<file path="src/rtl/uart_tx_fifo_if.sv">
// uart_tx_fifo_if
//   Bundles the host write port and the UART_TX launch handshake of
//   uart_tx_fifo.
//   Host side   : wr_en, wr_data (to FIFO); full, empty, count (from FIFO)
//   UART_TX side: tx_dv, tx_data (from FIFO); tx_active, tx_done (to FIFO)
//   overflow    : sticky dropped-write flag, present only when
//                 UART_TX_FIFO_OVF_EN is defined.
//   slave modport  : used by the FIFO itself.
//   master modport : used by whatever drives the host port and the UART status.
interface uart_tx_fifo_if #(
  parameter int AW = 4
);
  logic          wr_en;
  logic [7:0]    wr_data;
  logic          full;
  logic          empty;
  logic [AW:0]   count;
  logic          tx_dv;
  logic [7:0]    tx_data;
  logic          tx_active;
  logic          tx_done;
`ifdef UART_TX_FIFO_OVF_EN
  logic          overflow;
`endif

  modport slave (
    input  wr_en, wr_data, tx_active, tx_done,
`ifdef UART_TX_FIFO_OVF_EN
    output overflow,
`endif
    output full, empty, count, tx_dv, tx_data
  );

  modport master (
    output wr_en, wr_data, tx_active, tx_done,
`ifdef UART_TX_FIFO_OVF_EN
    input  overflow,
`endif
    input  full, empty, count, tx_dv, tx_data
  );
endinterface

</file>
<file path="src/rtl/uart_tx_fifo.sv">
// uart_tx_fifo
//   Circular byte FIFO in front of UART_TX. Host writes are queued and
//   launched one at a time with a single-cycle tx_dv pulse; the next launch
//   waits for tx_done of the current frame and an idle line (!tx_active).
//   Ports:
//     clk  - system clock, shared with UART_TX
//     rst  - synchronous active-high reset
//     bus  - uart_tx_fifo_if.slave (host write port + UART_TX handshake)
//   Parameters: DEPTH (power of two, 2..256), AW = log2(DEPTH).
//   Optional feature: define UART_TX_FIFO_OVF_EN to get the sticky
//   bus.overflow flag, set whenever a write is dropped because the FIFO
//   is full.
//
//   state | meaning
//   ------+---------------------------------------------------------------
//   IDLE  | ready to launch the head byte once the FIFO is non-empty and
//         | the line is idle
//   WAIT  | a byte has been launched; waiting for tx_done from UART_TX
module uart_tx_fifo #(
  parameter int DEPTH = 16,
  parameter int AW    = 4
) (
  input  logic             clk,
  input  logic             rst,
  uart_tx_fifo_if.slave    bus
);

  typedef enum logic {
    IDLE = 1'b0,
    WAIT = 1'b1
  } state_t;

  state_t          state;
  logic [7:0]      mem [DEPTH];
  logic [AW-1:0]   wp;
  logic [AW-1:0]   rp;
  logic            push;
  logic            pop;
  logic [AW:0]     next_count;

  // Flags are registered, so a write that lands in the same cycle as an
  // IDLE check on an empty FIFO is only seen at the following edge.
  assign push = bus.wr_en && !bus.full;
  assign pop  = (state == IDLE) && !bus.empty && !bus.tx_active;

  always_comb begin
    next_count = bus.count;
    case ({push, pop})
      2'b10:   next_count = bus.count + 1'b1;
      2'b01:   next_count = bus.count - 1'b1;
      default: next_count = bus.count;
    endcase
  end

  // Storage is deliberately not reset; reset only discards it via pointers.
  always_ff @(posedge clk) begin
    if (push) begin
      mem[wp] <= bus.wr_data;
    end
  end

  always_ff @(posedge clk) begin
    if (rst) begin
      state       <= IDLE;
      wp          <= '0;
      rp          <= '0;
      bus.count   <= '0;
      bus.empty   <= 1'b1;
      bus.full    <= 1'b0;
      bus.tx_dv   <= 1'b0;
      bus.tx_data <= 8'h00;
    end else begin
      if (push) begin
        wp <= wp + 1'b1;
      end
      bus.count <= next_count;
      bus.empty <= (next_count == '0);
      bus.full  <= (next_count == (AW+1)'(DEPTH));

      case (state)
        IDLE: begin
          bus.tx_dv <= 1'b0;
          if (pop) begin
            bus.tx_dv   <= 1'b1;
            bus.tx_data <= mem[rp];
            rp          <= rp + 1'b1;
            state       <= WAIT;
          end
        end
        WAIT: begin
          bus.tx_dv <= 1'b0;
          if (bus.tx_done) begin
            state <= IDLE;
          end
        end
        default: begin
          bus.tx_dv <= 1'b0;
          state     <= IDLE;
        end
      endcase
    end
  end

`ifdef UART_TX_FIFO_OVF_EN
  always_ff @(posedge clk) begin
    if (rst) begin
      bus.overflow <= 1'b0;
    end else if (bus.wr_en && bus.full) begin
      bus.overflow <= 1'b1;
    end
  end
`endif

endmodule
</file>
<file path="src/flat_wrapper.sv">
// flat-port wrapper written by rule: the top's interface ports become plain ports
module uart_tx_fifo_flat 
#(
  parameter int DEPTH = 16,
  parameter int AW    = 4
)
  (clk, rst, bus_wr_en, bus_wr_data, bus_tx_active, bus_tx_done, bus_full, bus_empty, bus_count, bus_tx_dv, bus_tx_data);
  uart_tx_fifo_if #(.AW(AW)) bus_i ();
  input  logic clk;
  input  logic rst;
  input wire logic [$bits(bus_i.wr_en)-1:0] bus_wr_en;
  input wire logic [$bits(bus_i.wr_data)-1:0] bus_wr_data;
  input wire logic [$bits(bus_i.tx_active)-1:0] bus_tx_active;
  input wire logic [$bits(bus_i.tx_done)-1:0] bus_tx_done;
  output wire logic [$bits(bus_i.full)-1:0] bus_full;
  output wire logic [$bits(bus_i.empty)-1:0] bus_empty;
  output wire logic [$bits(bus_i.count)-1:0] bus_count;
  output wire logic [$bits(bus_i.tx_dv)-1:0] bus_tx_dv;
  output wire logic [$bits(bus_i.tx_data)-1:0] bus_tx_data;
  assign bus_i.wr_en = bus_wr_en;
  assign bus_i.wr_data = bus_wr_data;
  assign bus_i.tx_active = bus_tx_active;
  assign bus_i.tx_done = bus_tx_done;
  assign bus_full = bus_i.full;
  assign bus_empty = bus_i.empty;
  assign bus_count = bus_i.count;
  assign bus_tx_dv = bus_i.tx_dv;
  assign bus_tx_data = bus_i.tx_data;
  uart_tx_fifo #(.DEPTH(DEPTH), .AW(AW)) u_core (.clk(clk), .rst(rst), .bus(bus_i));
endmodule
</file>
<file path="config.mk">
export PLATFORM = sky130hd
export DESIGN_NAME = uart_tx_fifo_flat
export DESIGN_NICKNAME = d
export VERILOG_FILES = /design/src/rtl/uart_tx_fifo_if.sv /design/src/rtl/uart_tx_fifo.sv /design/src/flat_wrapper.sv
export SDC_FILE = /design/constraint.sdc
export NUM_CORES = 1
export LEC_CHECK = 0
export CAP_MARGIN = 25
export CORE_MARGIN = 3
export CORE_UTILIZATION = 56
export CTS_BUF_LIST = sky130_fd_sc_hd__clkbuf_8
export CTS_CLUSTER_DIAMETER = 40
export DETAILED_ROUTE_END_ITERATION = 7
export GPL_ROUTABILITY_DRIVEN = 0
export MAX_ROUTING_LAYER = met4
export PLACE_DENSITY = 0.89
export RECOVER_POWER = 50
export SLEW_MARGIN = 10
export SYNTH_ARGS = -nofsm -noshare
export SYNTH_HDL_FRONTEND = slang
export SYNTH_SLANG_ARGS = --single-unit
</file>
<file path="constraint.sdc">
create_clock -name clk -period 2.3 [get_ports clk]
set_input_delay 0.46 -clock clk [delete_from_list [all_inputs] [get_ports clk]]
set_output_delay 0.46 -clock clk [all_outputs]
set_load 0.02 [all_outputs]
</file>
; ---- After elaboration in Yosys (flattened, before gate mapping)
; Memories as Yosys holds them, arrays and structs flattened. A register that Yosys moved wholly into a read port is not among the register bits.
; Cells that the tools add are included.
[op_classes]
add_sub_neg = 4
n_eq_ne = 3
muxes = 7
bitwise = 1
reduce_logical = 8
[ops]
columns = operator, n
row1 = $pmux W5 S2, 1
row2 = $add A4 B1 Y4 const B, 2
row3 = $add A5 B1 Y5 const B, 1
row4 = $eq A5 B5 Y1 const B, 1
row5 = $logic_not A5 Y1, 1
row6 = $sub A5 B1 Y5 const B, 1
row7 = $mux W1, 4
row8 = $pmux W1 S2, 2
row9 = $logic_and A1 B1 Y1, 3
row10 = $logic_not A1 Y1, 3
row11 = $eq A2 B1 Y1 const B, 1
row12 = $eq A2 B2 Y1 const B, 1
row13 = $reduce_and A2 Y1, 1
row14 = $not A1 Y1, 1
[word_totals]
reg_bits = 17
mem_bits_rw = 128
in_bits = 13
output_inout_bits = 16
elab_cells = 31
mem_count = 1
[memory_table]
columns = memory, depth, word_bits, rd, rd_ports_with_merged_regs, write_ports, line_no
row1 = u_core.mem, 16, 8, 1, 1, 1, uart_tx_fifo.sv:34  ; logic [7:0] mem [DEPTH];

; ---- Depth between registers and ports, before layout
; Gate-level depths: netlist of the first run.
[logic_depth]
ltp_word = 6
depth_mapped = 12
depth_no_buf = 11

; ---- Least setup slack after synthesis of the first run
; OpenSTA, ideal clock, no wires.
[synth_path]
path_type = in2reg
startpoint = input bus_tx_active
endpoint = register u_core.bus.full
setup_ps = 117
t_arrival_ps = 2234
required_time_ps = 2183
setup_slack_ps = -51
cell_stages = 10
path_buffers = 1
path_cell_list = or3_4 inv_2 buf_2 ha_1 a21o_1 nand2_1 o21ai_0 o211ai_1 xor2_1 and4bb_1
[synth_via]
elab_chain_len = 5
word_cells_on_any_way = 6
cone_classes = 3 x eq/ne / 1 x mux / 2 x reduce/logical
[synth_lines]
columns = item, line_no
row1 = start: declaration, flat_wrapper.sv:13  ; input wire logic [$bits(bus_i.tx_active)-1:0] bus_tx_active;
row2 = $logic_not A1 Y1 (*), uart_tx_fifo.sv:44  ; assign pop = (state == IDLE) && !bus.empty && !bus.tx_active;
row3 = $logic_and A1 B1 Y1 (*), uart_tx_fifo.sv:44
row4 = $eq A2 B1 Y1 / $eq A2 B2 Y1 (equally long branches), uart_tx_fifo.sv:48  ; case ({push, pop})
row5 = $pmux W5 S2 (*), uart_tx_fifo.sv:48
row6 = $eq A5 B5 Y1 (*), uart_tx_fifo.sv:78  ; bus.full <= (next_count == (AW+1)'(DEPTH));
row7 = end signal: assignment, uart_tx_fifo.sv:78
row8 = end: declaration, uart_tx_fifo_if.sv:31  ; output full, empty, count, tx_dv, tx_data
; Every way passes the cells marked *; elsewhere a longest branch is shown, timed or not.
; A chain may end at the register's enable or synchronous reset.

; ---- Worst setup path in the final report of the first run
[layout_path]
startpoint = register u_core.state
endpoint = register u_core.bus.count[4]
[layout_via]
elab_chain_len = 5
word_cells_on_any_way = 6
cone_classes = 2 x eq/ne / 1 x mux / 1 x bitwise / 2 x reduce/logical
[layout_lines]
columns = item, line_no
row1 = start: declaration, uart_tx_fifo.sv:33  ; state_t state;
row2 = start signal: assignment, uart_tx_fifo.sv:64  ; state <= IDLE;
row3 = start signal: assignment, uart_tx_fifo.sv:87  ; state <= WAIT;
row4 = start signal: assignment, uart_tx_fifo.sv:93  ; state <= IDLE;
row5 = $not A1 Y1 (*), uart_tx_fifo.sv:44
row6 = $logic_and A1 B1 Y1 (*) (2 in a row), uart_tx_fifo.sv:44
row7 = $eq A2 B1 Y1 / $eq A2 B2 Y1 (equally long branches), uart_tx_fifo.sv:48
row8 = $pmux W5 S2 (*), uart_tx_fifo.sv:48
row9 = end signal: assignment, uart_tx_fifo.sv:76  ; bus.count <= next_count;
row10 = end: declaration, uart_tx_fifo_if.sv:31
; Marks and branches as above.

==> impl_metrics.py, run 1 <==
metrics = {
    "sta": {
        "tightestPinTransition_ns": 0.655,
        "finalSetupViolCount": 2,
        "final-hold-violation-count": 0,
        "drv_slew": 0,
        "relSlewSlack_pct": 56.2,
        "grt_setup_unrepaired": "yes",
        "fin_skew_ns": 0.0118,
        "final_period_minus_worst_setup_slack_ns": 2.30,
        "final_worst_path_cycle_share_pct": 100,
        "max_clock_freq_mhz": 434,
        "worst_slack_ns": -0.00326,
    },
    "cts": {
        "clk_root_buffer_cell": "sky130_fd_sc_hd__clkbuf_8",
        "cts_max_path_buffers": 2,
        "clock_sink_count": 153,
        "tritoncts.num_buffers": 17,
        "tritoncts": "yes",
        "clock_pin_transition_on_the_worst_setup_and_hold_timing_paths_ns": 0.07,
        "cts-htree-levels": 4,
        "worst_skew_pair.late_latency_ns": 0.44,
        "cts_hold_repair.buffers": 0,
    },
    "synthesis": {
        "synthCells": 337,
        "syn-num-nets": 358,
        "ys_seq_elements": 153,
        "post_synth_instance_area_sq_um": 6180,
        "yosys_warning_count": 0,
        "synth_flop_cell": "sky130_fd_sc_hd__edfxtp_1",
        "synth_enable_flop_cells": 128,
        "mean_area_per_synthesized_cell_sq_um": 18.3,
        "netlist-cell-type-count": 34,
        "async_sr_flop_fraction_pct": 0,
        "yosysSeqAreaShare_pct": 70.3,
    },
    "final_layout": {
        "drive_above_1_share_pct": 21.5,
        "final-seq-area_sq_um": 4350,
        "multi_input_area_sq_um": 1740,
        "diodes": 0,
        "layoutNonFillerInstCount": 546,
        "finalNetCount": 418,
        "final_design_area_no_fill_sq_um": 7250,
        "fillCellCount": 611,
        "area.growth.synth_to_final_pct": 17.3,
    },
    "global_routing": {
        "grt_util_met2_pct": 35.4,
        "grt_usage_pct": 21.7,
        "grtUsageMet1_pct": 26.4,
        "grt_pass1_wl_um": 19300,
        "globalRouteOverflowTotal": 0,
        "gr-usage-met3_pct": 6.22,
        "antenna_found_initial": 0,
        "grt_pass1_vias": 3375,
        "grt.busiest_layer": "met2",
        "grt_max_degree": 36,
    },
    "setup_path": {
        "cp_slowest_cell": "sky130_fd_sc_hd__or3_4",
        "cpPeakStageDelay_ns": 0.40,
        "timing.setup.critical_path_class": "flip-flop to flip-flop",
        "critPathArrivalTime_ns": 2.61,
        "endpoint_kind": "flip-flop",
        "critical_path_peak_fanout": 4,
        "timing.critical_path.from_type": "flip-flop",
        "cp_data_required_time_ns": 2.60,
        "critical_path.cell_chain": "or3_4 > inv_4 > nand2_4 > inv_2 > ha_1 > a21o_1 > a21oi_1 > o211ai_1 > xor2_1 > buf_4 > nor2_2",
    },
    "pwr": {
        "power_leakage_nw": 2.45,
        "ir_worst_vdd_v": 0.000747,
        "power_per_cell_area_nw_per_um2": 825,
    },
    "routing": {
        "detail_route.wl_per_cell_um": 22.3,
        "drc": 0,
        "drt_pass1_iterations": 4,
        "routed-via-count": 3355,
        "drt-total-wl_um": 12200,
        "dr.first_iter.drc_count": 370,
        "post_drt_via_cell_ratio": 6.14,
        "drt.antenna.violating_nets": 0,
    },
    "floorplan": {
        "start_util_pct": 58.8,
        "fp-row-count": 37,
        "placeableCoreArea_sq_um": 10500,
        "die_h_um": 111,
        "floorplan.die_area_sq_um": 12300,
        "floorplan.io_pins": 29,
        "die_w_um": 111,
    },
    "run_status": {
        "outcome": "finished, violations left",
        "violations": "setup timing",
    },
    "placement": {
        "dp.final_hpwl_um": 7820,
        "port_buffers": 28,
        "numPlacedInstances": 512,
        "detailed_place.area_sq_um": 6800,
        "pre_cts_ws_ns": -0.525,
    },
    "hold_path": {
        "hold_crit_class": "flip-flop to flip-flop",
    },
    "run": {
        "max-cap-violations": 0,
    },
}
[routing by layer]
metal / up-vias / wire, um / part of all wire (%)
li1: 1464 / - / -
met1: 1684 / 4730 / 39
met2: 172 / 6370 / 52
met3: 35 / 780 / 6.4
met4: 0 / 309 / 2.5
met5: - / 0 / 0
[final timing paths]
kind / from / to / slack, ns / depth (start not counted)
hold / removal: u_core.bus.tx_data[5]$_SDFFE_PP0P_ / u_core.bus.tx_data[5]$_SDFFE_PP0P_ / 0.47 / 2
hold reg to reg: u_core.bus.tx_data[5]$_SDFFE_PP0P_ / u_core.bus.tx_data[5]$_SDFFE_PP0P_ / 0.47 / 2
setup reg to reg: u_core.state$_SDFF_PP0_ / u_core.bus.count[4]$_SDFF_PP0_ / -0.003 / 11
setup / recovery: u_core.state$_SDFF_PP0_ / u_core.bus.count[4]$_SDFF_PP0_ / -0.003 / 11
[through the flow]
step	power, mW	hold slack [ns]	setup TNS (ns)	utilization [%]
after floorplan	3.68	0.449	0	-
after global placement	3.91	0.445	-1.44	64.7
after detailed placement	3.96	0.452	-2.02	64.7
after CTS	6.01	0.466	0	68.8
after global routing	6.21	0.486	-0.343	68.9
final	5.98	0.471	-0.00383	68.9
[layout make-up]
class	count	area share, %
clock buffer	17	3.23
clock inverter	15	2.40
inverter	5	0.294
multi-input combinational	158	24.1
sequential	153	60.0
tap	136	2.35
timing repair buffer	62	7.67
[logic make-up (layout without fill, tap and decap cells)]
logic type | after synthesis | in the layout | synth area share, %
adders and majority gates | 8 | 8 | 1.62
xor gates and xnor gates | 10 | 10 | 1.42
muxes | 42 | 42 | 16.6
AOI/OAI and AO/OA | 28 | 28 | 2.86
and+or+nand+nor | 70 | 70 | 5.02
buffers and inverters | 26 | 99 | 2.17
DFF | 153 | 153 | 70.3
[worst max-delay path, delay by kind of cell, from the launching register on]
family                   cells  cell delay, ns
AO/OA/AOI/OAI                3            0.57
buffers and inverters        3            0.29
adder cells (fa/ha/maj)      1            0.26
flip-flops                   1            0.32
XOR/XNOR                     1            0.24
AND/OR/NAND/NOR              3            0.49
[flip-flops by register name, indices dropped and copies added, names as in the netlist]
name and flops:
u_core.bus.count 5, u_core.bus.empty 1, u_core.bus.full 1, u_core.bus.tx_data 8
u_core.bus.tx_dv 1, u_core.mem 128, u_core.rp 4, u_core.state 1
u_core.wp 4
[power breakdown]
group | internal (mW) | switching (mW)
Combinational | 0.391 | 0.392
Sequential | 3.08 | 0.0627
Clock | 1.07 | 0.981
[placed cells by master, fill, tap and decap left out, types with 2 or more instances in the layout]
cell                                n
sky130_fd_sc_hd__a21o_1             3
sky130_fd_sc_hd__o21ai_1            2
sky130_fd_sc_hd__clkinvlp_4         3
sky130_fd_sc_hd__mux2i_1            2
sky130_fd_sc_hd__a21oi_1           15
sky130_fd_sc_hd__nand2b_1           4
sky130_fd_sc_hd__inv_6              3
sky130_fd_sc_hd__dlygate4sd3_1      9
sky130_fd_sc_hd__edfxtp_1         128
sky130_fd_sc_hd__nor3_1             5
sky130_fd_sc_hd__nor2b_1            2
sky130_fd_sc_hd__clkbuf_8          17
sky130_fd_sc_hd__mux4_2            12
sky130_fd_sc_hd__xor2_1             6
sky130_fd_sc_hd__xnor2_1            3
sky130_fd_sc_hd__buf_12             2
sky130_fd_sc_hd__mux4_1            28
sky130_fd_sc_hd__buf_4             31
sky130_fd_sc_hd__bufinv_16          3
sky130_fd_sc_hd__inv_1              5
sky130_fd_sc_hd__dfxtp_1           22
sky130_fd_sc_hd__nand2_1           28
sky130_fd_sc_hd__clkinv_1           2
sky130_fd_sc_hd__dfxtp_2            3
sky130_fd_sc_hd__clkdlybuf4s50_1   18
sky130_fd_sc_hd__nand4_1            2
sky130_fd_sc_hd__nor2_1            23
sky130_fd_sc_hd__ha_1               6
[timing repair]
| item | CTS | global route |
|---|---|---|
| gates resized for setup | 6 | 5 |
| setup endpoints to repair | 2 | 3 |
| setup buffers | 1 | 1 |
| gates cloned | 0 | 0 |
| pin swaps | 6 | 5 |
[Yosys cell counts (4+ instances only)]
cell type,n,area share [%]
sky130_fd_sc_hd__edfxtp_1,128,62
sky130_fd_sc_hd__mux4_1,28,12
sky130_fd_sc_hd__ha_1,8,1.6
sky130_fd_sc_hd__nor2_1,24,1.5
sky130_fd_sc_hd__nor3_1,5,0.40
sky130_fd_sc_hd__a21oi_1,15,1.2
sky130_fd_sc_hd__nand2b_1,4,0.40
sky130_fd_sc_hd__clkbuf_1,15,0.91
sky130_fd_sc_hd__dfxtp_1,25,8.1
sky130_fd_sc_hd__mux4_2,12,4.4
sky130_fd_sc_hd__xnor2_1,4,0.57
sky130_fd_sc_hd__nand2_1,29,1.8
sky130_fd_sc_hd__xor2_1,6,0.85
No activity file was read; power rests on OpenSTA's default activity.
==> run 2, diff against run 1 <==
GPL_TIMING_DRIVEN = 0   (was not set)
==> impl_metrics.py, run 2 (synthesis results as in run 1) <==
metrics = {
    "routing": {
        "drc": 0,
        "drt_pass1_iterations": 5,
        "drt.antenna.violating_nets": 0,
        "dr.first_iter.drc_count": 432,
        "drt-total-wl_um": 12900,
        "detail_route.wl_per_cell_um": 23.4,
        "routed-via-count": 3383,
        "post_drt_via_cell_ratio": 6.15,
    },
    "hold_path": {
        "hold_crit_class": "input pin to flip-flop",
    },
    "setup_path": {
        "critPathArrivalTime_ns": 2.68,
        "cp_data_required_time_ns": 2.65,
        "timing.setup.critical_path_class": "flip-flop to flip-flop",
        "endpoint_kind": "flip-flop",
        "cpPeakStageDelay_ns": 0.39,
        "critical_path.cell_chain": "or3_4 > inv_4 > nand2_4 > xnor2_2 > ha_2 > a21o_4 > a32oi_1 > o211ai_1 > xor2_1 > buf_4 > a31o_2",
        "cp_slowest_cell": "sky130_fd_sc_hd__or3_4",
        "worst_case_register_to_register_setup_slack_ns": -0.03,
        "critical_path_peak_fanout": 4,
        "timing.critical_path.from_type": "flip-flop",
    },
    "cts": {
        "cts-htree-levels": 4,
        "tritoncts.num_buffers": 17,
        "clk_root_buffer_cell": "sky130_fd_sc_hd__clkbuf_8",
        "clock_sink_count": 153,
        "cts_max_path_buffers": 2,
        "cts_hold_repair.buffers": 0,
        "tritoncts": "yes",
        "clock_pin_transition_on_the_worst_setup_and_hold_timing_paths_ns": 0.09,
        "worst_skew_pair.late_latency_ns": 0.46,
    },
    "global_routing": {
        "globalRouteOverflowTotal": 0,
        "grt_max_degree": 18,
        "grt_pass1_vias": 3350,
        "grt_pass1_wl_um": 19400,
        "grt_usage_pct": 22.1,
        "antenna_found_initial": 1,
    },
    "sta": {
        "tightestPinTransition_ns": 0.875,
        "drv_slew": 0,
        "worst_slack_ns": -0.0348,
        "max_clock_freq_mhz": 428,
        "relSlewSlack_pct": 41.5,
        "finalSetupViolCount": 1,
        "final-hold-violation-count": 0,
        "final_period_minus_worst_setup_slack_ns": 2.33,
        "final.setup.tns_ns": -0.0348,
        "grt_setup_unrepaired": "yes",
        "final_worst_path_cycle_share_pct": 102,
        "whs_ns": 0.336,
        "fin_skew_ns": 0.0234,
    },
    "floorplan": {
        "placeableCoreArea_sq_um": 10500,
        "fp-row-count": 37,
        "floorplan.die_area_sq_um": 12300,
        "floorplan.io_pins": 29,
        "die_w_um": 111,
        "die_h_um": 111,
        "start_util_pct": 58.8,
    },
    "pwr": {
        "design_power_total_mw": 6.04,
        "ir_worst_vdd_v": 0.000707,
        "power_per_cell_area_nw_per_um2": 831,
        "power_leakage_nw": 2.42,
    },
    "run": {
        "max-cap-violations": 0,
    },
    "final_layout": {
        "fillCellCount": 624,
        "most_common_cell_after_layout_fill_and_taps_aside": "sky130_fd_sc_hd__edfxtp_1",
        "final_design_area_no_fill_sq_um": 7270,
        "layoutNonFillerInstCount": 550,
        "finalNetCount": 417,
        "largest_register_ffs": 128,
        "top_register": "u_core.mem",
        "drive_above_1_share_pct": 21.0,
        "layout_top_registers": "u_core.mem x128, u_core.bus.tx_data x8, u_core.bus.count x5",
        "area.growth.synth_to_final_pct": 17.6,
        "layout_common_cells": "sky130_fd_sc_hd__edfxtp_1 (128), sky130_fd_sc_hd__nand2_1 (28), sky130_fd_sc_hd__mux4_1 (28)",
    },
    "placement": {
        "detailed_place.area_sq_um": 6660,
        "port_buffers": 27,
        "numPlacedInstances": 504,
        "dp.final_hpwl_um": 8130,
    },
    "run_status": {
        "outcome": "finished, violations left",
        "violations": "setup timing",
    },
}
[run 2: changes by cell type in the layout (fill, tap and decap cells not counted), moves of 3 or more]
cell                       change
sky130_fd_sc_hd__buf_4        -20
sky130_fd_sc_hd__clkbuf_1      +9
sky130_fd_sc_hd__buf_6         +6
sky130_fd_sc_hd__diode_2       +5
sky130_fd_sc_hd__buf_2         +3
sky130_fd_sc_hd__clkbuf_2      +3
sky130_fd_sc_hd__clkinv_8      +3
sky130_fd_sc_hd__dfxtp_1       +3
sky130_fd_sc_hd__dfxtp_2       -3
sky130_fd_sc_hd__inv_1         -3
sky130_fd_sc_hd__inv_8         +3
sky130_fd_sc_hd__nor3_1        -3
sky130_fd_sc_hd__nor3_2        +3
[run 2: critical path: cells and delay by family (launching register included)]
family / cells / cell delay [ns]
xor gates and xnor gates: 2 / 0.30
adders and majority gates: 1 / 0.18
buffers and inverters: 2 / 0.25
DFF: 1 / 0.31
and+or+nand+nor: 2 / 0.46
AOI/OAI and AO/OA: 4 / 0.71
[run 2: routing by layer]
metal | track usage, % | share of wire (%)
met3 | 7.10 | 7.4
met4 | 8.03 | 3.5
met5 | - | 0
met2 | 35.7 | 51
met1 | 26.3 | 38
[run 2: area by class of cell]
cell class | instances | area [sq um] | area share, %
Sequential cell | 153 | 4340 | 59.8
Multi-Input combinational cell | 158 | 1800 | 24.7
Timing Repair Buffer | 41 | 375 | 5.16
Clock buffer | 17 | 234 | 3.22
Clock inverter | 15 | 180 | 2.48
Tap cell | 136 | 170 | 2.34
Buffer | 20 | 129 | 1.77
Inverter | 5 | 25.0 | 0.344
Antenna cell | 5 | 12.5 | 0.172
[run 2: through the flow]
stage | util, % | setup slack [ns]
floorplan | - | 0.0215
global placement | 63.1 | -0.600
detailed placement | 63.4 | -0.660
CTS | 68.0 | -0.0212
global route | 69.2 | -0.102
finish | 69.2 | -0.0348
[run 2: worst paths after layout]
check	start	to	cells past startpoint
max reg2reg	u_core.bus.empty$_SDFF_PP1_	u_core.bus.empty$_SDFF_PP1_	11
min reg2reg	u_core.bus.tx_data[7]$_SDFFE_PP0P_	u_core.bus.tx_data[7]$_SDFFE_PP0P_	2
min	rst	u_core.bus.tx_data[7]$_SDFFE_PP0P_	2
max	u_core.bus.empty$_SDFF_PP1_	u_core.bus.empty$_SDFF_PP1_	11
[run 2: power breakdown]
| group | internal, mW | switching, mW | total, mW | leakage [nW] |
|---|---|---|---|---|
| clock | 0.917 | 1.14 | 2.05 | 0.195 |
| combinational | 0.415 | 0.454 | 0.868 | 0.866 |
| sequential | 3.07 | 0.0432 | 3.12 | 1.36 |
| total | 4.41 | 1.63 | 6.04 | 2.42 |
[run 2: timing repair]
| item | CTS | global route |
|---|---|---|
| endpoints found under the hold margin | 0 | 0 |
| setup buffers | 4 | 6 |
| resized for setup | 14 | 15 |
| pin swaps | 6 | 10 |
| setup endpoints to repair | 15 | 13 |
==> run 3, diff against run 2 <==
CORE_MARGIN = not set   (was 3)
==> impl_metrics.py, run 3 (synthesis results as in run 1) <==
metrics = {
    "pwr": {
        "combPwrFrac_pct": 14.3,
        "power_per_cell_area_nw_per_um2": 823,
        "power.share.clock_pct": 33.1,
        "power_leakage_nw": 2.41,
        "p_switching_mw": 1.54,
        "portion_of_total_power_attributed_to_sequential_cells_pct": 52.6,
        "ir_worst_vdd_v": 0.000643,
        "internal_power_mw": 4.38,
        "sw_frac_of_total_pct": 26.1,
    },
    "floorplan": {
        "start_util_pct": 58.8,
        "floorplan.die_area_sq_um": 11500,
        "placeableCoreArea_sq_um": 10500,
        "floorplan.io_pins": 29,
        "die_w_um": 107,
        "die_h_um": 107,
        "fp-row-count": 37,
    },
    "final_layout": {
        "finalNetCount": 417,
        "diodes": 0,
        "largest_register_ffs": 128,
        "drive_above_1_share_pct": 19.8,
        "top_register": "u_core.mem",
        "area.growth.synth_to_final_pct": 16.5,
        "layoutNonFillerInstCount": 545,
        "layout_top_registers": "u_core.mem x128, u_core.bus.tx_data x8, u_core.bus.count x5",
        "layout_common_cells": "sky130_fd_sc_hd__edfxtp_1 (128), sky130_fd_sc_hd__nand2_1 (28), sky130_fd_sc_hd__mux4_1 (28)",
        "most_common_cell_after_layout_fill_and_taps_aside": "sky130_fd_sc_hd__edfxtp_1",
        "finalCoreUtilization_pct": 68.5,
    },
    "setup_path": {
        "cpLargestDelayFamily": "simple AND/OR/NAND/NOR gates",
        "timing.critical_path.from_type": "flip-flop",
        "cpPeakStageDelay_ns": 0.39,
        "path_buf_inv": 1,
        "cp_data_required_time_ns": 2.64,
        "critPathArrivalTime_ns": 2.65,
        "timing.setup.critical_path_class": "flip-flop to flip-flop",
        "critical_path.cell_chain": "or3_4 > inv_6 > nand2_4 > xnor2_2 > ha_2 > a21o_1 > a32oi_1 > o211ai_1 > xor2_1 > and4bb_1",
        "endpoint_kind": "flip-flop",
        "cp_slowest_cell": "sky130_fd_sc_hd__or3_4",
        "critical_path_peak_fanout": 4,
    },
    "cts": {
        "worst_skew_pair.late_latency_ns": 0.44,
        "clock_sink_count": 153,
        "cts_max_path_buffers": 2,
        "cts-htree-levels": 4,
        "tritoncts.num_buffers": 17,
        "tritoncts": "yes",
        "clock_pin_transition_on_the_worst_setup_and_hold_timing_paths_ns": 0.09,
        "clk_root_buffer_cell": "sky130_fd_sc_hd__clkbuf_8",
        "cts_hold_repair.buffers": 0,
    },
    "sta": {
        "worst_slack_ns": -0.0171,
        "final.setup.tns_ns": -0.0171,
        "final_worst_path_cycle_share_pct": 101,
        "final-hold-violation-count": 0,
        "tightestPinTransition_ns": 0.827,
        "final_period_minus_worst_setup_slack_ns": 2.32,
        "relSlewSlack_pct": 44.6,
        "fin_skew_ns": 0.0109,
        "finalSetupViolCount": 1,
        "grt_setup_unrepaired": "yes",
        "whs_ns": 0.365,
        "max_clock_freq_mhz": 432,
        "drv_slew": 0,
    },
    "routing": {
        "drc": 0,
        "drt.antenna.violating_nets": 0,
        "detail_route.wl_per_cell_um": 22.4,
        "drt-total-wl_um": 12200,
        "post_drt_via_cell_ratio": 6.06,
        "dr.first_iter.drc_count": 335,
        "routed-via-count": 3305,
        "drt_pass1_iterations": 4,
    },
    "placement": {
        "numPlacedInstances": 504,
        "pre_cts_ws_ns": -0.755,
        "port_buffers": 27,
        "dp.final_hpwl_um": 8210,
    },
    "global_routing": {
        "grt_max_degree": 17,
        "grt_pass1_wl_um": 18800,
        "antenna_found_initial": 0,
        "globalRouteOverflowTotal": 0,
        "grt_pass1_vias": 3382,
        "grt_usage_pct": 24.2,
    },
    "run_status": {
        "violations": "setup timing",
        "outcome": "finished, violations left",
    },
    "hold_path": {
        "hold_crit_class": "input pin to flip-flop",
    },
    "run": {
        "max-cap-violations": 0,
    },
}
==> run 3: cell types whose count changed in the layout (fill, tap and decap cells not counted), sizes merged <==
| cell | previous run | this run |
|---|---|---|
| buf | 21 | 20 |
| diode | 5 | 0 |
| clkbuf | 30 | 31 |
| clkinvlp | 5 | 2 |
| inv | 11 | 12 |
| clkinv | 3 | 5 |
==> run 3: power groups by stage <==
stage,sequential [mW],clock (mW),combinational [mW]
2_1_floorplan,3.21,0,0.467
3_3_place_gp,3.17,0,0.737
3_5_place_dp,3.18,0,0.778
4_1_cts,3.12,2.00,0.818
5_1_grt,3.13,2.10,0.902
6_report,3.12,1.96,0.847
==> run 3: per-layer routing <==
| layer | track usage, % | wire [um] | vias to the layer above |
|---|---|---|---|
| met2 | 40.4 | 6340 | 168 |
| met3 | 6.63 | 890 | 18 |
| met1 | 28.7 | 4720 | 1661 |
| met4 | 7.83 | 262 | 0 |
| met5 | - | 0 | - |
| li1 | - | - | 1458 |
==> run 3: final timing paths <==
kind | start | endpoint | slack, ns | depth (start not counted)
max | u_core.state$_SDFF_PP0_ | u_core.bus.full$_SDFF_PP0_ | -0.02 | 10
min | rst | u_core.bus.tx_data[7]$_SDFFE_PP0P_ | 0.37 | 2
max reg2reg | u_core.state$_SDFF_PP0_ | u_core.bus.full$_SDFF_PP0_ | -0.02 | 10
min reg2reg | u_core.bus.tx_data[1]$_SDFFE_PP0P_ | u_core.bus.tx_data[1]$_SDFFE_PP0P_ | 0.46 | 2
==> run 3: final cells by class <==
type                       instances  area [sq um]
multi-input combinational        158          1760
timing repair buffer              41           375
clock inverter                    15           159
fill                             628          3310
sequential                       153          4350
clock buffer                      17           234
inverter                           5          27.5
buffer                            20           125
tap                              136           170
==> run 3: repair_timing <==
action	4_1_cts	5_1_grt
gates resized for setup	16	6
pin swaps	7	10
endpoints found under the setup margin	11	7
buffers inserted	5	5
==> run 3: worst register-to-register path, delay by kind of cell, from the launching register on <==
kind | cells | cell delay, ns
fa+ha+maj | 1 | 0.19
flops | 1 | 0.33
buf+inv | 1 | 0.09
xor+xnor | 2 | 0.42
compound gates | 3 | 0.51
simple gates | 3 | 0.69
==> run 3: metrics by stage <==
stage	total power, mW	instance area (sq um)
after floorplan	3.68	6190
after global placement	3.91	6630
after detailed placement	3.96	6660
after CTS	5.93	7130
after global routing	6.13	7200
final	5.93	7200
